$ cat src/rtl/fifo_wr_ptr_ctrl.sv
// Write-domain pointer and status controller for the async FIFO.
// Owns the binary/Gray write pointer and derives full, almost-full, overflow and level.
module fifo_wr_ptr_ctrl #(
    parameter int unsigned DEPTH  = 32,
    parameter int unsigned ADDR_W = 5,
    parameter int unsigned PTR_W  = 6
) (
    input  logic              wclk,
    input  logic              sw_rst,
    input  logic              write_enable,
    input  logic [ADDR_W-1:0] afull_value,
    input  logic [PTR_W-1:0]  rgray_sync,
    output logic              mem_we,
    output logic [ADDR_W-1:0] waddr,
    output logic [PTR_W-1:0]  wgray,
    output logic              wfull,
    output logic              wr_almost_ful,
    output logic              overflow,
    output logic [5:0]        fifo_write_count,
    output logic [PTR_W-1:0]  wr_level
);

    logic [PTR_W-1:0] wbin_q, wbin_d;
    logic [PTR_W-1:0] wgray_q, wgray_d;
    logic [PTR_W-1:0] level_q, level_d;
    logic [PTR_W-1:0] rbin;
    logic [5:0]       count_q, count_d;
    logic             wfull_q, wfull_d;
    logic             afull_q, afull_d;
    logic             overflow_q, overflow_d;
    logic             accept;

    // Each binary bit is the XOR of all Gray bits at or above it.
    always_comb begin
        rbin = '0;
        for (int i = 0; i < int'(PTR_W); i++) begin
            rbin[i] = ^(rgray_sync >> i);
        end
    end

    always_comb begin
        accept     = write_enable & ~wfull_q & ~sw_rst;
        wbin_d     = wbin_q + {{(PTR_W-1){1'b0}}, accept};
        wgray_d    = wbin_d ^ (wbin_d >> 1);
        count_d    = count_q + {5'd0, accept};
        // Modular subtraction keeps the level correct across the pointer wrap.
        level_d    = wbin_d - rbin;
        wfull_d    = (level_d == PTR_W'(DEPTH));
        afull_d    = (afull_value != '0) && (level_d >= {1'b0, afull_value});
        overflow_d = write_enable & wfull_q & ~sw_rst;
    end

    always_ff @(posedge wclk) begin
        if (sw_rst) begin
            wbin_q     <= '0;
            wgray_q    <= '0;
            level_q    <= '0;
            count_q    <= '0;
            wfull_q    <= 1'b0;
            afull_q    <= 1'b0;
            overflow_q <= 1'b0;
        end else begin
            wbin_q     <= wbin_d;
            wgray_q    <= wgray_d;
            level_q    <= level_d;
            count_q    <= count_d;
            wfull_q    <= wfull_d;
            afull_q    <= afull_d;
            overflow_q <= overflow_d;
        end
    end

    assign mem_we           = accept;
    assign waddr            = wbin_q[ADDR_W-1:0];
    assign wgray            = wgray_q;
    assign wfull            = wfull_q;
    assign wr_almost_ful    = afull_q;
    assign overflow         = overflow_q;
    assign fifo_write_count = count_q;
    assign wr_level         = level_q;

endmodule

$ cat config.mk
export PLATFORM = sky130hd
export DESIGN_NAME = fifo_wr_ptr_ctrl
export DESIGN_NICKNAME = d
export VERILOG_FILES = /design/src/rtl/fifo_wr_ptr_ctrl.sv
export SDC_FILE = /design/constraint.sdc
export NUM_CORES = 1
export LEC_CHECK = 0
export CORE_MARGIN = 3
export CORE_UTILIZATION = 49
export DETAILED_ROUTE_END_ITERATION = 7
export PLACE_DENSITY = 0.84
export SLEW_MARGIN = 20
export SYNTH_ARGS = -nofsm -noshare
export SYNTH_HDL_FRONTEND = slang
export SYNTH_SLANG_ARGS = --single-unit
$ cat constraint.sdc
create_clock -name wclk -period 6.6 [get_ports wclk]
set_input_delay 1.32 -clock wclk [delete_from_list [all_inputs] [get_ports wclk]]
set_output_delay 1.32 -clock wclk [all_outputs]
set_load 0.02 [all_outputs]
==> metrics.txt <==
run status=finished clean; Post-synth EDFFs=0; critical path data arrival time=5.30 ns; Slew Viols, Final=0; Die Area=0.00327 mm2; GRT Residual Overflow=0; DP Wirelength=2020 um; Yosys cell types=28; actual transition at the worst max-transition pin=approximately 0.88 ns; Critical Path Sink Type=register; adder-cell share of the synthesized area=between 10% and 20%; vias in the first global route=between 1000 and 1500; multiplexer area fraction after synthesis=0%; utilization after layout=between 70% and 80%; largest family of logic cells by synthesized area=XOR/XNOR gates; number of routed nets with antenna violations=0; CTS Buf Count=3; worst hold path class=reg -> reg; reg2reg start=wfull$_SDFF_PP0_; # DRC=0; Max Freq=just under 0.2 GHz; Starting DRT DRC Count=7; Reg clk slew, reported paths=between 0.1 and 0.15 ns; post-CTS sizing=0; unrepaired setup endpoints after global routing=no; clk_skew=0.00224 ns; total power=0.398 mW; Commonest cells post-synth=dfxtp_1, nor2_1, ha_1; syn_nets=roughly 160; Post-synth top flop=dfxtp_1; number of port buffers=40; Root Driver=clkbuf_4; # diodes=0; Post-Syn Area=~0.0013 mm2; Hold Path Depth=2; DR WL/cell=roughly 12 um; CTS sink count=26; antenna violations before repair=0; CP max FO=27; Synth Area in Simple Gates=between 10% and 20%; Vias per Instance=4.90; Placement Rows=17; first-pass GRT wire length=~4200 um; Hold Path End=fifo_write_count[5]$_SDFF_PP0_; layout cells sized above 1=between 5 and 6%; top-count cell post-synth=dfxtp_1; area leader, netlist=dfxtp_1; final setup margin=between 1.5 and 2 ns; Synth Instances=132; Finished Cell Area=about 0.0017 mm2; Die Y=between 50 and 60 um; GRT Resource Usage Total=about 17%; GPL Wtd Cong=around 0.85; First-pass DRT Iterations=4; Synth Warn #=0; Synth Area per Inst=approximately 9.7 um2; Yosys reg bits=26; top cells by area, synth=dfxtp_1, ha_1, xnor2_1; Die Width=57.2 um; CTS Hold Buffers Added=0; min-delay src=fifo_write_count[5]$_SDFF_PP0_; Placed Area=0.00171 mm2; final hold slack=about 0.54 ns; dpl ws=1.19 ns; flop-to-flop setup slack=approximately 3.2 ns; peak supply drop=between 0.15 and 0.2 mV; setup TNS after final layout=0 ns; Cell Pwr Density=around 230 mW/mm2; WS Path Type=in -> reg; I/O pin count=~40; worst endpoint required time=6.82 ns; final critical-path share of the clock period=between 70% and 80%; xor/xnor share of the synthesized area=~19%; max-cap viol count=0; Routed WL=~2400 um; worst reg2reg path depth=13; pin count of the biggest net entering global routing=28; Area Overhead vs Synth=35.8%; FFs w/ async S/R, synth=0%; final setup fails=0; core area=0.00234 mm2; clock buffer depth=2; Worst slew margin=about 41%; CTS tree=done; via count=about 980; placed insts=roughly 200; R2R Path End=wr_almost_ful$_SDFF_PP0_; Final min period=between 5 and 6 ns; Non-Filler Instances=between 200 and 250; Post-CTS Setup Bufs=0; worst skew pair latency=about 0.32 ns; Initial Utilization=between 50 and 60%; compound-cell area share of the yosys netlist=between 5 and 6%; H-tree depth=1; endpoints failing hold=0; post-synth top area share=40.5%; # nets final=roughly 200; part of the Yosys area used for sequential elements=about two fifths; P_leak=0.774 nW; crit start category=input port
## metal layers
layer	part of all wire (%)	global-route usage, %	vias to the layer above
li1	-	-	508
met1	44	18.4	442
met2	48	29.4	29
met3	4.7	2.71	5
met4	2.7	10.6	0
met5	0	0	-
## sequential cells by signal (all words and copies together) (netlist names)
signal / count
fifo_write_count: 6
wbin_q: 6
wr_level: 6
wgray: 5
overflow: 1
wfull: 1
wr_almost_ful: 1
## worst max path at each step
stage / slack (ns) / endpoint / from / cells after the start
6_report: 1.52 / wr_almost_ful$_SDFF_PP0_ / sw_rst / 14
5_1_grt: 1.19 / wr_almost_ful$_SDFF_PP0_ / sw_rst / 14
4_1_cts: 1.52 / wr_almost_ful$_SDFF_PP0_ / sw_rst / 14
3_5_place_dp: 1.19 / wr_almost_ful$_SDFF_PP0_ / sw_rst / 14
3_3_place_gp: 1.41 / wr_almost_ful$_SDFF_PP0_ / sw_rst / 14
2_1_floorplan: 1.90 / wr_almost_ful$_SDFF_PP0_ / sw_rst / 15
## kinds of logic (layout without fill, tap and decap cells)
| logic type | Yosys count | count (layout) |
|---|---|---|
| buffers and inverters | 16 | 57 |
| XOR/XNOR | 22 | 22 |
| adder cells (fa/ha/maj) | 15 | 15 |
| AO/OA/AOI/OAI | 11 | 11 |
| AND/OR/NAND/NOR | 42 | 42 |
| flip-flops | 26 | 26 |
## final cells by class
| type | instances | area (um2) |
|---|---|---|
| inverters | 13 | 48.8 |
| well taps | 28 | 35.0 |
| multi-input cells | 90 | 704 |
| clock buffers | 4 | 36.3 |
| repair buffers | 40 | 400 |
| fillers | 170 | 594 |
| flip-flops and latches | 26 | 520 |
## layout by cell type, fill, tap and decap left out, types with 2 or more instances in the layout
cell type,n
xnor2_1,10
xor2_2,3
a21oi_1,4
ha_1,14
inv_1,13
clkdlybuf4s50_1,40
nor2b_1,5
nand2_1,2
xor2_1,7
nand3_1,5
clkbuf_4,3
nor4_1,2
dfxtp_1,26
nor2_1,23
## critical path, cell delays in order
cell and delay (ns):
clkdlybuf4s50_1 0.87, nor3b_1 0.59, ha_1 0.27, ha_1 0.19, xor2_1 0.34, ha_1 0.34
a21o_1 0.19, a21oi_1 0.18, xnor2_1 0.15, ha_1 0.33, nand2_1 0.06, a21oi_1 0.12
a211oi_1 0.06, a221oi_1 0.29
## report_power, final
group	total (mW)	switching, mW	internal [mW]
logic	0.146	0.0758	0.0703
clock network	0.0781	0.0442	0.0338
registers	0.173	0.00391	0.169
total	0.398	0.124	0.274
Power figures use the tool's default switching activity.
